## config.mk

```make
export PLATFORM = sky130hd
export DESIGN_NAME = add_sub_serial_locked_flat
export DESIGN_NICKNAME = d
export VERILOG_FILES = /design/src/rtl/add_sub_serial_pkg.sv /design/src/rtl/add_sub_serial_locked_if.sv /design/src/rtl/serial_digit_adder.sv /design/src/rtl/add_sub_serial_locked.sv /design/src/flat_wrapper.sv
export SDC_FILE = /design/constraint.sdc
export NUM_CORES = 1
export LEC_CHECK = 0
export CAP_MARGIN = 20
export CORE_UTILIZATION = 55
export CTS_BUF_LIST = sky130_fd_sc_hd__clkbuf_4 sky130_fd_sc_hd__clkbuf_8
export CTS_CLUSTER_SIZE = 20
export DETAILED_ROUTE_END_ITERATION = 10
export PLACE_DENSITY = 0.85
export RECOVER_POWER = 25
export SYNTH_ARGS = -nofsm -noshare
export SYNTH_HDL_FRONTEND = slang
export SYNTH_SLANG_ARGS = --single-unit
```

## constraint.sdc

```tcl
create_clock -name clk -period 5.9 [get_ports clk]
set_input_delay 1.18 -clock clk [delete_from_list [all_inputs] [get_ports clk]]
set_output_delay 1.18 -clock clk [all_outputs]
set_load 0.01 [all_outputs]
```

## src/rtl/add_sub_serial_pkg.sv

```systemverilog
// Shared types for the key-locked serial add/subtract unit: state encoding and
// the decoy-ring successor function.
package add_sub_serial_pkg;

  localparam int unsigned StateW = 5;

  // Decoy k is encoded as StDecoy0 + k, so the ring can grow up to 29 states.
  typedef enum logic [StateW-1:0] {
    StIdle   = 5'd0,
    StAdd    = 5'd1,
    StDone   = 5'd2,
    StDecoy0 = 5'd3
  } state_t;

  function automatic state_t decoy_next(state_t cur, int unsigned num_decoy);
    logic [StateW-1:0] idx;
    idx = cur - StDecoy0;
    if (32'(idx) + 32'd1 >= num_decoy) idx = '0;
    else idx = idx + 5'd1;
    return state_t'(idx + StDecoy0);
  endfunction

endpackage

```

## src/rtl/add_sub_serial_locked_if.sv

```systemverilog
// Request/result bundle of the serial add/subtract unit.
interface add_sub_serial_locked_if #(
  parameter int unsigned WIDTH = 16
);
  logic             start;
  logic             sub;
  logic [WIDTH-1:0] a;
  logic [WIDTH-1:0] b;
  logic [WIDTH-1:0] out;
  logic             cout;
  logic             ovf;
  logic             busy;
  logic             done;

  modport master (output start, sub, a, b, input out, cout, ovf, busy, done);
  modport slave  (input start, sub, a, b, output out, cout, ovf, busy, done);
endinterface

```

## src/rtl/serial_digit_adder.sv

```systemverilog
// Combinational DIGIT-bit adder with carry-in and carry-out.
module serial_digit_adder #(
  parameter int unsigned DIGIT = 1
) (
  input  logic [DIGIT-1:0] a,
  input  logic [DIGIT-1:0] b,
  input  logic             cin,
  output logic [DIGIT-1:0] sum,
  output logic             cout
);
  always_comb begin
    {cout, sum} = {1'b0, a} + {1'b0, b} + {{DIGIT{1'b0}}, cin};
  end
endmodule

```

## src/rtl/add_sub_serial_locked.sv

```systemverilog
// Key-locked WIDTH-bit serial add/subtract, DIGIT bits per cycle; a wrong key
// at start sends control into a decoy ring that never returns a result.
module add_sub_serial_locked
  import add_sub_serial_pkg::*;
#(
  parameter int unsigned          WIDTH     = 16,
  parameter int unsigned          DIGIT     = 1,
  parameter int unsigned          NUM_DECOY = 4,
  parameter int unsigned          KEY_WIDTH = 8,
  parameter logic [KEY_WIDTH-1:0] KEY_VALUE = 8'hA5
) (
  input  logic                 clk,
  input  logic                 rst,
  input  logic [KEY_WIDTH-1:0] key,
  add_sub_serial_locked_if.slave bus
);
  localparam int unsigned NumDigits = WIDTH / DIGIT;
  localparam int unsigned CntW      = (NumDigits > 1) ? $clog2(NumDigits) : 1;

  state_t            state_q, state_d;
  logic [WIDTH-1:0]  a_q, a_d, b_q, b_d, out_q, out_d;
  logic [CntW-1:0]   count_q, count_d;
  logic              carry_q, carry_d, cout_q, cout_d, ovf_q, ovf_d;
  logic              sa_q, sa_d, sb_q, sb_d;
  logic              key_ok;
  logic [DIGIT-1:0]  dsum;
  logic              dcarry;

  serial_digit_adder #(.DIGIT(DIGIT)) u_adder (
    .a    (a_q[DIGIT-1:0]),
    .b    (b_q[DIGIT-1:0]),
    .cin  (carry_q),
    .sum  (dsum),
    .cout (dcarry)
  );

  assign key_ok = (key == KEY_VALUE);

  always_comb begin
    state_d = state_q;
    a_d     = a_q;
    b_d     = b_q;
    out_d   = out_q;
    count_d = count_q;
    carry_d = carry_q;
    cout_d  = cout_q;
    ovf_d   = ovf_q;
    sa_d    = sa_q;
    sb_d    = sb_q;
    case (state_q)
      StIdle: begin
        if (bus.start) begin
          if (key_ok) begin
            a_d     = bus.a;
            b_d     = bus.sub ? ~bus.b : bus.b;
            carry_d = bus.sub;
            count_d = '0;
            out_d   = '0;
            sa_d    = bus.a[WIDTH-1];
            sb_d    = b_d[WIDTH-1];
            state_d = StAdd;
          end else begin
            state_d = StDecoy0;
          end
        end
      end
      StAdd: begin
        out_d   = {dsum, out_q[WIDTH-1:DIGIT]};
        carry_d = dcarry;
        a_d     = a_q >> DIGIT;
        b_d     = b_q >> DIGIT;
        count_d = count_q + CntW'(1);
        if (count_q == CntW'(NumDigits - 1)) begin
          // Flags use the final digit so they are valid on entry to DONE.
          cout_d  = dcarry;
          ovf_d   = (sa_q == sb_q) && (dsum[DIGIT-1] != sa_q);
          state_d = StDone;
        end
      end
      StDone: state_d = StIdle;
      default: state_d = key_ok ? StIdle : decoy_next(state_q, NUM_DECOY);
    endcase
  end

  always_ff @(posedge clk or posedge rst) begin
    if (rst) begin
      state_q <= StIdle;
      a_q     <= '0;
      b_q     <= '0;
      out_q   <= '0;
      count_q <= '0;
      carry_q <= 1'b0;
      cout_q  <= 1'b0;
      ovf_q   <= 1'b0;
      sa_q    <= 1'b0;
      sb_q    <= 1'b0;
    end else begin
      state_q <= state_d;
      a_q     <= a_d;
      b_q     <= b_d;
      out_q   <= out_d;
      count_q <= count_d;
      carry_q <= carry_d;
      cout_q  <= cout_d;
      ovf_q   <= ovf_d;
      sa_q    <= sa_d;
      sb_q    <= sb_d;
    end
  end

  assign bus.out  = out_q;
  assign bus.cout = cout_q;
  assign bus.ovf  = ovf_q;
  assign bus.busy = (state_q != StIdle);
  assign bus.done = (state_q == StDone);
endmodule
```

## src/flat_wrapper.sv

```systemverilog
// flat-port wrapper written by rule: the top's interface ports become plain ports
module add_sub_serial_locked_flat import add_sub_serial_pkg::*;
#(
  parameter int unsigned          WIDTH     = 16,
  parameter int unsigned          DIGIT     = 1,
  parameter int unsigned          NUM_DECOY = 4,
  parameter int unsigned          KEY_WIDTH = 8,
  parameter logic [KEY_WIDTH-1:0] KEY_VALUE = 8'hA5
)
  (clk, rst, key, bus_start, bus_sub, bus_a, bus_b, bus_out, bus_cout, bus_ovf, bus_busy, bus_done);
  add_sub_serial_locked_if #(.WIDTH(WIDTH)) bus_i ();
  input  logic clk;
  input  logic rst;
  input  logic [KEY_WIDTH-1:0] key;
  input wire logic [$bits(bus_i.start)-1:0] bus_start;
  input wire logic [$bits(bus_i.sub)-1:0] bus_sub;
  input wire logic [$bits(bus_i.a)-1:0] bus_a;
  input wire logic [$bits(bus_i.b)-1:0] bus_b;
  output wire logic [$bits(bus_i.out)-1:0] bus_out;
  output wire logic [$bits(bus_i.cout)-1:0] bus_cout;
  output wire logic [$bits(bus_i.ovf)-1:0] bus_ovf;
  output wire logic [$bits(bus_i.busy)-1:0] bus_busy;
  output wire logic [$bits(bus_i.done)-1:0] bus_done;
  assign bus_i.start = bus_start;
  assign bus_i.sub = bus_sub;
  assign bus_i.a = bus_a;
  assign bus_i.b = bus_b;
  assign bus_out = bus_i.out;
  assign bus_cout = bus_i.cout;
  assign bus_ovf = bus_i.ovf;
  assign bus_busy = bus_i.busy;
  assign bus_done = bus_i.done;
  add_sub_serial_locked #(.WIDTH(WIDTH), .DIGIT(DIGIT), .NUM_DECOY(NUM_DECOY), .KEY_WIDTH(KEY_WIDTH), .KEY_VALUE(KEY_VALUE)) u_core (.clk(clk), .rst(rst), .key(key), .bus(bus_i));
endmodule
```

After elaboration in Yosys (flattened, before gate mapping)
Cells that the tools add are included.

operators by class
  equal/unequal tests = 9
  add/subtract/negate cells = 7
  reductions and logical operators = 9
  $lt $le $gt $ge = 1
  multiplexer cells = 23
  bitwise operators = 1

operator list
  kind                 count
  $mux 16              7
  $pmux 16 s2          3
  $ge 32x3->1 const B  1
  $mux 5               5
  $not 16->16          1
  $pmux 5 s3           1
  $eq 8x8->1 const B   1
  $mux 4               2
  $pmux 4 s2           1
  $add 5x1->6 const B  1
  $reduce_and 3->1     2
  $add 5x1->5 const B  1
  $add 5x2->5 const B  1
  $eq 5x1->1 const B   1
  $eq 5x2->1 const B   1
  $logic_not 5->1      1
  $reduce_bool 5->1    1
  $sub 5x2->5 const B  1
  $add 4x1->4 const B  1
  $eq 4x4->1 const B   1
  $ne 2x1->1 const B   2
  $reduce_and 2->1     2
  $reduce_or 3->1      1
  $add 1x1->2          1
  9 further kinds      10

storage, ports and cells
  output and inout bits = 20
  bits of input ports = 44
  logic and storage cells = 60
  flip-flop bits (word level) = 62

Logic depth before layout (Yosys ltp)
Gate-level depths: netlist of the first run.

  depth in word-level cells = 8
  depth in mapped cells = 9
  gate-level depth less buffers = 7

Modules after synthesis
A second synthesis of the first run with hierarchy kept.

second synthesis, totals
  cell total of the unflattened synthesis = 332
  area total of the unflattened synthesis = 3369.5 µm²

by module, submodules not included
  module                 instances  sequential area each (µm²)  cells each  area each (µm²)
  add_sub_serial_locked  1          1551.5                      331         3349.5
  serial_digit_adder     1          0.0                         1           20.0

Worst setup path after synthesis of the first run
No wires, ideal clock.

  path kind = input-to-reg
  start point = input port key[3]
  end point = register u_core.b_q[0]
  library setup time = 135 ps
  path buffers = 2
  path slack = 3477 ps
  data required time = 5765 ps
  data arrival time = 2288 ps
  stages on the path = 6
  cells stage by stage = and4bb_2 > a41oi_1 > nand2b_1 > buf_2 > clkbuf_1 > o21ai_0

between the ends
  word-level cells in the longest chain between the ends = 3

ends and longest elaborated chain
  element                            line                          RTL
  from (decl)                        flat_wrapper.sv:14            input logic [KEY_WIDTH-1:0] key;
  $eq 8x8->1                         add_sub_serial_locked.sv:37   assign key_ok = (key == KEY_VALUE);
  $ne 2x1->1 (no source line)        -
  $reduce_and 3->1 (no source line)  -
  to (signal assigned)               add_sub_serial_locked.sv:89   b_q <= '0;
  to (signal assigned)               add_sub_serial_locked.sv:100  b_q <= b_d;
  to (decl)                          add_sub_serial_locked.sv:21   logic [WIDTH-1:0] a_q, a_d, b_q, b_d, out_q, out_d;

No other way between the ends.
A chain may end at the register's enable or synchronous reset.

Worst setup path in the final report of the first run
  start point = register u_core.state_q[0]
  end point = output port bus_busy

between the ends
  word-level cells in the longest chain between the ends = 1

ends and longest elaborated chain
  element                 line                          RTL
  from (decl)             add_sub_serial_locked.sv:20   state_t state_q, state_d;
  from (signal assigned)  add_sub_serial_locked.sv:87   state_q <= StIdle;
  from (signal assigned)  add_sub_serial_locked.sv:98   state_q <= state_d;
  $reduce_bool 5->1       add_sub_serial_locked.sv:114  assign bus.busy = (state_q != StIdle);
  to (decl)               flat_wrapper.sv:22            output wire logic [$bits(bus_i.busy)-1:0] bus_busy;

No other way between the ends.

==> flow_summary.yaml, run 1 <==
route:
  wl_per_cell_um: 12.8
  routed_wl_mm: 6.32
  wl_met1_mm: 3.00
  vias_per_cell: 5.29
  wl_met2_mm: 2.97
  drcViolationCount: 0
  drt_iter0_markers: 134
  dr.pass1.iters: 4
  wl_met3_um: 260
  highest_layer: "met4"
  drtAntennaViolNets: 0
  vias: 2614
placement:
  dp_cells: 478
  io_buffers: 63
  gp_congestion: 0.857
  pre_cts_ws_ps: 2360
  dp_hpwl_mm: 4.22
die:
  num_rows: 27
  die_y_um: 78.0
  die_width_um: 78.0
  die_area_sq_mm: 0.00609
  initial_core_util_pct: 57.4
  io_pins: 64
  coreArea_sq_mm: 0.00554
finish:
  drive_gt1_share_pct: 6.40
  fin_cells: 494
  regArea_sq_mm: 0.00155
  area_growth_pct: 25.6
  nFillCells: 425
  multi_input_area_sq_mm: 0.00151
  final_nets: 467
  diodes: 0
synthesis:
  synth_top_area_share_pct: 48.8
  synth_seq_cells: 62
  synth_area_leaders: "dfrtp_1 49%, nand2_1 10%, xnor2_1 5.0%"
  netlist_area_sq_mm: 0.00318
  yosysMostFrequentCell: "nand2_1"
  ys_async_sr_fraction_pct: 100
  ys_warn_count: 0
  yosysTopAreaCell: "dfrtp_1"
  yosysSeqAreaShare_pct: 48.8
  ys_types: 43
  avgSynthCellArea_sq_um: 8.76
  synth-edff-count: 0
  synth_cells: 363
  yosys-top-cells-count: "86 x nand2_1, 62 x dfrtp_1, 37 x nor2_1, 21 x nand3_1, 20 x a21oi_1"
  synthFlopType: "dfrtp_1"
setup_path:
  worstSetupStartpointType: "register"
  crit_type: "reg2out"
  endpoint_kind: "output pin"
  r2r_slack_ps: 3320
  reg2reg_from: "u_core.state_q[1]"
  cp_data_arrival_time_ps: 2100
  critPathMaxFanout: 9
  r2r-end: "u_core.b_q[2]"
  required_ps: 4720
  r2r_cells: 6
power:
  ir_drop_mv: 0.206
  p_clk_share_pct: 24.6
  seq_power_share_pct: 47.7
  p_leak_nw: 1.79
  p_total_w: 0.00130
  combinationalPowerShare_pct: 27.7
  p_switching_w: 0.000429
  swShare_pct: 33.0
  power_density_mw_per_mm2: 326
  intPower_w: 0.000872
global_route:
  grt_start_max_net_pins: 67
  grt_overflow_total: 0
  grt_use_total_pct: 23.2
  grt_pass1_vias: 2360
  grt_pass1_wl_mm: 10.9
  antenna_found_initial: 0
clock_tree:
  cts_tree: "built"
  cts.htree.levels: 3
  cts.sinks: 62
  clock_latency_ps: 340
  clkTransAtPathRegs_ps: 70
  post_cts_buffers: 0
  clockBufferDepth: 2
  cts_root_buf: "clkbuf_8"
  cts-buffers-inserted: 9
  cts-hold-fix-buffers: 0
  cts_resized: 0
timing:
  max_clock_freq_mhz: 305
  rsz0062_at_grt: "false"
  maxSlewHeadroom_pct: 38.0
  worstMarginPinSlew_ps: 928
  hold_violations: 0
  post-route-period-util_pct: 55.6
  holdWs_ps: 475
  skew_ps: 11.0
  finalSetupViolations: 0
  fin_crit_ps: 3280
  drv_slew: 0
  tns_ps: 0
  worst_slack_ps: 2620
flow_run:
  maxCapViolCount: 0
worst_hold_path:
  worstHoldStart: "u_core.bus.out[0]"
  worstHoldPathCells: 2
  hold_path.class: "reg2reg"
  min_to: "u_core.bus.out[0]"
run_status:
  outcome: "finished clean"
-- worst max-delay path by stage --
stage,start,to,slack [ps],depth (start not counted)
after global routing,u_core.state_q[0],bus_busy,2420,5
after detailed placement,key[3],u_core.b_q[8],2360,5
after CTS,u_core.state_q[1],bus_busy,2610,5
after global placement,key[3],u_core.count_q[2],2500,6
final,u_core.state_q[0],bus_busy,2620,5
after floorplan,rst,u_core.a_q[0],3180,1
-- cell usage in the layout, fill, tap and decap left out, drive strengths merged, types with 3 or more instances in the layout --
| cell | netlist | final |
|---|---|---|
| nor2b | 3 | 3 |
| a21oi | 20 | 20 |
| mux2 | 3 | 3 |
| nand3 | 21 | 21 |
| nand2 | 86 | 86 |
| nor2 | 37 | 37 |
| inv | 7 | 6 |
| dfrtp | 62 | 62 |
| clkdlybuf4s50 | 0 | 62 |
| nand2b | 3 | 3 |
| and2 | 3 | 3 |
| clkbuf | 6 | 12 |
| o21ai | 20 | 20 |
| a31oi | 15 | 15 |
| ha | 5 | 5 |
| xnor2 | 18 | 18 |
| clkinv | 0 | 5 |
| nor3 | 8 | 8 |
-- metrics by stage --
step	instance area, sq um	utilization, %
after global routing	3990	72.1
final	3990	72.1
after floorplan	3180	-
after CTS	3990	72.1
after global placement	3820	69.0
after detailed placement	3820	69.0
-- cells by family after synthesis --
| kind of cell | synth area share, % |
|---|---|
| mux | 1.38 |
| compound gates | 13.0 |
| buf+inv | 4.45 |
| simple gates | 24.2 |
| xor+xnor | 5.51 |
| fa+ha+maj | 2.60 |
| flops | 48.8 |
| other cells | 0.118 |
-- area by class of cell --
| type | count | share of cell area (%) |
|---|---|---|
| flip-flops and latches | 62 | 38.9 |
| clock inverters | 4 | 0.595 |
| well taps | 72 | 2.26 |
| inverters | 7 | 0.658 |
| clock buffers | 12 | 3.67 |
| repair buffers | 65 | 16.2 |
| multi-input cells | 272 | 37.8 |
-- state kept, by name (all words and copies together) (netlist names) --
| register | count |
|---|---|
| u_core.state_q | 5 |
| u_core.bus.ovf | 1 |
| u_core.count_q | 4 |
| u_core.bus.cout | 1 |
| u_core.sb_q | 1 |
| u_core.a_q | 16 |
| u_core.bus.out | 16 |
| u_core.b_q | 16 |
| u_core.sa_q | 1 |
| u_core.carry_q | 1 |
-- power groups by stage --
stage / registers, W / clock network [W] / logic [W]
finish: 0.000621 / 0.000320 / 0.000360
global route: 0.000637 / 0.000344 / 0.000419
CTS: 0.000620 / 0.000326 / 0.000362
detailed placement: 0.000626 / 0 / 0.000360
global placement: 0.000623 / 0 / 0.000338
floorplan: 0.000596 / 0 / 0.000286
-- per-layer routing --
| layer | up-vias | track usage [%] |
|---|---|---|
| met5 | - | 0 |
| met4 | 0 | 11.1 |
| met3 | 9 | 4.65 |
| met2 | 61 | 36.1 |
| met1 | 1212 | 31.3 |
| li1 | 1332 | - |
-- critical path, cell delays in order, from the launching register on --
cell and delay (ps):
dfrtp_1 460, inv_1 120, ha_1 240, nor4b_4 400, inv_1 70, clkdlybuf4s50_1 480
Note: power is estimated with default switching activity, not from simulation.
==> inputs of run 2 (changes only) <==
- CORE_UTILIZATION: 55 -> 53
- PLACE_DENSITY: 0.85 -> 0.82
- clock period: 5.9 -> 3.17 ns (I/O delays scaled with it)
==> run 2 against run 1 <==
  * The flow now finishes with violations (capacitance limit)
  * Non-clock buffer count increased by 2
  * Worst setup slack got worse by 2200 ps
  * Global-route usage increased by 0.38 points
  * First-iteration DRC count increased by 34%
  * Sequential power increased by 87%
  * Hold slack improved by 9.7 ps
  * Largest power group unchanged
  * Highest routed layer unchanged
==> flow_summary.yaml, run 2 (synthesis results as in run 1) <==
clock_tree:
  clkTransAtPathRegs_ps: 70
  cts_root_buf: "clkbuf_8"
  post_cts_buffers: 0
  clock_latency_ps: 340
  cts_resized: 0
  cts-buffers-inserted: 9
  cts_tree: "built"
  cts.htree.levels: 3
  cts-hold-fix-buffers: 0
  cts.sinks: 62
  clockBufferDepth: 2
die:
  num_rows: 27
  coreArea_sq_mm: 0.00564
  io_pins: 64
  initial_core_util_pct: 56.4
  die_width_um: 79.5
  die_area_sq_mm: 0.00631
  die_y_um: 79.5
finish:
  regArea_sq_mm: 0.00155
  area_growth_pct: 26.8
  final_nets: 469
  drive_gt1_share_pct: 6.84
  mostFrequentLayoutCells: "86 x nand2_1, 62 x clkdlybuf4s50_1, 62 x dfrtp_1, 36 x nor2_1, 21 x nand3_1"
  nFillCells: 435
  final_common_cell: "nand2_1"
  diodes: 0
  multi_input_area_sq_mm: 0.00151
route:
  wl_per_cell_um: 13.3
  vias: 2667
  drtAntennaViolNets: 0
  vias_per_cell: 5.38
  dr.pass1.iters: 4
  routed_wl_mm: 6.60
  drt_iter0_markers: 180
  drcViolationCount: 0
setup_path:
  worstSetupStartpointType: "register"
  endpoint_kind: "output pin"
  worstPathCellList: "inv_1, ha_1, nor4b_4, inv_1, clkdlybuf4s50_1"
  crit_path_max_incr_delay_ps: 480
  cp_data_arrival_time_ps: 2130
  cp_common_cell: "inv_1"
  cp_slowest_cell: "clkdlybuf4s50_1"
  critPathMaxFanout: 7
  required_ps: 2540
  crit_type: "reg2out"
global_route:
  grt_start_max_net_pins: 67
  grt_use_total_pct: 23.5
  antenna_found_initial: 0
  grt_pass1_wl_mm: 11.4
  grt_pass1_vias: 2558
  grt_overflow_total: 0
placement:
  gp_congestion: 0.823
  dp_hpwl_mm: 4.58
  io_buffers: 63
run_status:
  outcome: "finished with violations"
  violations: "capacitance limit"
power:
  p_switching_w: 0.000818
  seq_power_share_pct: 47.6
  p_clk_share_pct: 24.5
  swShare_pct: 33.7
  p_leak_nw: 1.80
  ir_drop_mv: 0.335
  p_total_w: 0.00243
  combinationalPowerShare_pct: 27.8
  power_density_mw_per_mm2: 603
  intPower_w: 0.00161
flow_run:
  maxCapViolCount: 1
timing:
  worstMarginPinSlew_ps: 1490
  skew_ps: 11.2
  hold_violations: 0
  max_clock_freq_mhz: 362
  post-route-period-util_pct: 87.2
  fin_crit_ps: 2760
  finalSetupViolations: 0
  drv_slew: 0
  maxSlewHeadroom_pct: 0.496
  rsz0062_at_grt: "false"
  tns_ps: 0
worst_hold_path:
  hold_path.class: "reg2reg"
-- run 2: changes by cell type in the layout (fill, tap and decap cells not counted), sizes merged --
| cell | delta |
|---|---|
| buf | +1 |
| clkbuf | -1 |
| clkinvlp | +2 |
-- run 2: metrics by stage --
stage | util (%) | worst slack [ps] | cell area (sq um) | std cells | hold WS [ps]
2_1_floorplan | - | 995 | 3180 | 364 | 450
5_1_grt | 71.4 | 267 | 4030 | 496 | 511
6_report | 71.4 | 407 | 4030 | 496 | 485
4_1_cts | 71.5 | 385 | 4030 | 496 | 483
3_5_place_dp | 68.5 | 660 | 3860 | 480 | 468
3_3_place_gp | 68.5 | 727 | 3860 | 480 | 458
-- run 2: power by group through the flow --
| stage | Combinational [W] | Clock [W] | Sequential (W) |
|---|---|---|---|
| floorplan | 0.000533 | 0 | 0.00111 |
| global placement | 0.000643 | 0 | 0.00116 |
| detailed placement | 0.000685 | 0 | 0.00117 |
| CTS | 0.000683 | 0.000610 | 0.00116 |
| global route | 0.000778 | 0.000650 | 0.00118 |
| finish | 0.000676 | 0.000596 | 0.00116 |
-- run 2: final timing paths --
path | slack, ps | endpoint | depth (start not counted) | from
worst max register to register | 880 | u_core.count_q[2] | 7 | u_core.state_q[1]
worst min register to register | 480 | u_core.bus.out[0] | 2 | u_core.bus.out[0]
max in group asynchronous | 1030 | u_core.state_q[0] | 3 | rst
worst min-delay path | 480 | u_core.bus.out[0] | 2 | u_core.bus.out[0]
min in group asynchronous | 1250 | u_core.bus.out[10] | 3 | rst
worst max-delay path | 410 | bus_busy | 5 | u_core.state_q[1]
-- run 2: critical path: cells and delay by family, from the launching register on --
kind,cells,cell delay [ps]
flip-flops,1,450
adder cells (fa/ha/maj),1,260
buffers and inverters,3,690
AND/OR/NAND/NOR,1,400
-- run 2: per-layer routing --
layer / vias to the layer above / GRT usage (%) / share of wire, %
met5: - / 0 / 0
met4: 0 / 11.6 / 1.7
met3: 16 / 5.14 / 4.2
met2: 80 / 38.1 / 49
met1: 1227 / 29.8 / 45
li1: 1344 / - / -
-- run 2: cell type report --
class / count / area share [%]
flip-flops and latches: 62 / 38.5
inverters: 7 / 0.652
clock inverters: 6 / 0.962
well taps: 72 / 2.24
repair buffers: 67 / 17.0
clock buffers: 10 / 3.26
multi-input cells: 272 / 37.4
==> inputs of run 3 (changes only) <==
--- a/config.mk
+++ b/config.mk
@@ -7,7 +7,7 @@
 export LEC_CHECK = 0
 export CAP_MARGIN = 20
-export CORE_UTILIZATION = 53
+export CORE_UTILIZATION = 54
 export CTS_BUF_LIST = sky130_fd_sc_hd__clkbuf_4 sky130_fd_sc_hd__clkbuf_8
-export CTS_CLUSTER_SIZE = 20
+export CTS_CLUSTER_SIZE = 40
 export DETAILED_ROUTE_END_ITERATION = 10
 export PLACE_DENSITY = 0.82
@@ -15,3 +15,4 @@
 export SYNTH_ARGS = -nofsm -noshare
 export SYNTH_HDL_FRONTEND = slang
+export SYNTH_HIERARCHICAL = 1
 export SYNTH_SLANG_ARGS = --single-unit
==> constraint.sdc (replaced) <==
create_clock -name clk -period 3.17 [get_ports clk]
set_input_delay 0.634 -clock clk [delete_from_list [all_inputs] [get_ports clk]]
set_output_delay 0.634 -clock clk [all_outputs]
set_load 0.005 [all_outputs]
==> run 3 against run 2 <==
  * The flow now finishes without violations
  * Cell area increased by 5.2%
  * Area after synthesis is 6.0% higher
  * Non-clock buffer count grew 7
  * Die area rose by 3.9%
  * Cell count decreased by 4.0%
  * First-iteration DRC count down 13%
  * Sequential share of layout area is 1.9 points lower
  * Critical path depth stayed put
  * Combinational power up 46%
  * Total power rose by 19%
  * Critical endpoint unchanged
==> flow_summary.yaml, run 3 <==
synthesis:
  ys_types: 48
  avgSynthCellArea_sq_um: 10.1
  ys_warn_count: 6
  synth_cells: 332
  yosys-top-cells-count: "77 x nand2_1, 62 x dfrtp_1, 32 x mux2_2, 18 x xnor2_1, 17 x o21ai_0"
  synthFlopType: "dfrtp_1"
  netlist_area_sq_mm: 0.00337
  synth_top_area_share_pct: 46.0
  synth-edff-count: 0
  ys_async_sr_fraction_pct: 100
  yosysMostFrequentCell: "nand2_1"
  yosysTopAreaCell: "dfrtp_1"
  synth_area_leaders: "dfrtp_1 46%, mux2_2 11%, nand2_1 8.6%"
  synth_seq_cells: 62
  yosysSeqAreaShare_pct: 46.0
setup_path:
  crit_type: "reg2out"
  worstSetupStartpointType: "register"
  required_ps: 2540
  r2r-end: "u_core/a_q[11]"
  critPathBufInv: 3
  critPathLaunch: "u_core/state_q[0]"
  cp_common_cell: "inv_1"
  critPathMaxFanout: 11
  crit_path_max_incr_delay_ps: 490
  r2r_slack_ps: 610
  reg2reg_from: "u_core/state_q[1]"
  endpoint_kind: "output pin"
  crit_family: "buffers and inverters"
  r2r_cells: 6
  worstPathCellList: "inv_1, ha_1, nor4b_4, inv_1, clkdlybuf4s50_1"
  cp_slowest_cell: "dfrtp_1"
  cp_data_arrival_time_ps: 2050
clock_tree:
  cts_resized: 0
  post_cts_buffers: 0
  cts-buffers-inserted: 9
  clkTransAtPathRegs_ps: 70
  cts.sinks: 62
  cts.htree.levels: 3
  clock_latency_ps: 320
  clockBufferDepth: 2
  cts-hold-fix-buffers: 0
  cts_tree: "built"
  cts_root_buf: "clkbuf_8"
power:
  ir_drop_mv: 0.398
  swShare_pct: 31.1
  p_clk_share_pct: 19.7
  seq_power_share_pct: 46.2
  p_leak_nw: 1.79
  intPower_w: 0.00199
  p_switching_w: 0.000900
  combinationalPowerShare_pct: 34.1
  power_density_mw_per_mm2: 683
timing:
  drv_slew: 0
  skew_ps: 7.60
  finalSetupViolations: 0
  post-route-period-util_pct: 84.8
  worst_slack_ps: 483
  tns_ps: 0
  maxSlewHeadroom_pct: 22.5
  fin_crit_ps: 2690
  max_clock_freq_mhz: 372
  hold_violations: 0
  rsz0062_at_grt: "false"
  worstMarginPinSlew_ps: 1160
route:
  drtAntennaViolNets: 0
  dr.pass1.iters: 4
  drt_iter0_markers: 156
  routed_wl_mm: 6.75
  vias: 2570
  wl_per_cell_um: 14.2
  vias_per_cell: 5.40
  drcViolationCount: 0
die:
  num_rows: 28
  coreArea_sq_mm: 0.00596
  die_area_sq_mm: 0.00656
  die_y_um: 81.0
  io_pins: 64
  die_width_um: 81.0
  initial_core_util_pct: 56.6
global_route:
  grt_pass1_vias: 2530
  grt_start_max_net_pins: 53
  grt_overflow_total: 0
  grt_pass1_wl_mm: 11.5
  antenna_found_initial: 0
  grt_use_total_pct: 22.9
finish:
  area_growth_pct: 25.8
  drive_gt1_share_pct: 16.0
  final_common_cell: "nand2_1"
  diodes: 0
  mostFrequentLayoutCells: "77 x nand2_1, 62 x clkdlybuf4s50_1, 62 x dfrtp_1, 32 x mux2_2, 18 x xnor2_1"
  fin_cells: 476
  final_nets: 448
placement:
  gp_congestion: 0.792
  dp_hpwl_mm: 4.61
  io_buffers: 63
  dp_cells: 460
  pre_cts_ws_ps: 297
worst_hold_path:
  hold_path.class: "reg2reg"
  worstHoldPathCells: 1
  min_to: "u_core/a_q[10]"
  worstHoldStart: "u_core/a_q[10]"
run_status:
  outcome: "finished clean"
flow_run:
  maxCapViolCount: 0
run 3: area by class of cell:
class                           instances  area [sq um]
Fill cell                             457          1720
Multi-Input combinational cell        235          1650
Sequential cell                        62          1550
Timing Repair Buffer                   74           731
Clock buffer                           10           131
Tap cell                               75          93.8
Inverter                               15          56.3
Clock inverter                          5          27.5
run 3: logic make-up after synthesis:
| group | after synthesis | synth area share (%) |
|---|---|---|
| compound gates | 55 | 11.3 |
| flops | 62 | 46.0 |
| xor+xnor | 18 | 4.68 |
| other cells | 1 | 0.111 |
| mux | 43 | 14.0 |
| simple gates | 110 | 15.6 |
| buf+inv | 36 | 5.42 |
| fa+ha+maj | 7 | 2.82 |
run 3: routing by layer:
metal / GRT usage (%) / vias to the layer above / routed length, um
met4: 10.4 / 0 / 89
met3: 3.60 / 11 / 208
met5: 0 / - / 0
li1: - / 1261 / -
met1: 30.9 / 1247 / 3110
met2: 36.5 / 51 / 3330
run 3: how the worst max path moves through the flow:
stage | to | cells after the start
2_1_floorplan | u_core/state_q[2] | 7
3_3_place_gp | u_core/bus.out[15] | 6
3_5_place_dp | u_core/bus.out[9] | 6
4_1_cts | u_core/bus.out[15] | 6
5_1_grt | bus_busy | 5
6_report | bus_busy | 5
run 3: per-stage QoR:
| stage | hold WS (ps) | util [%] | area (sq um) | total power [W] |
|---|---|---|---|---|
| 2_1_floorplan | 449 | - | 3370 | 0.00192 |
| 3_3_place_gp | 462 | 68.3 | 4070 | 0.00227 |
| 3_5_place_dp | 476 | 68.3 | 4070 | 0.00233 |
| 4_1_cts | 493 | 71.0 | 4230 | 0.00291 |
| 5_1_grt | 522 | 71.2 | 4240 | 0.00310 |
| 6_report | 493 | 71.2 | 4240 | 0.00289 |
run 3: power groups by stage:
| stage | clock (W) | combinational [W] | sequential [W] |
|---|---|---|---|
| 2_1_floorplan | 0 | 0.000635 | 0.00129 |
| 3_3_place_gp | 0 | 0.000944 | 0.00133 |
| 3_5_place_dp | 0 | 0.000978 | 0.00135 |
| 4_1_cts | 0.000588 | 0.000988 | 0.00134 |
| 5_1_grt | 0.000624 | 0.00109 | 0.00138 |
| 6_report | 0.000572 | 0.000986 | 0.00134 |
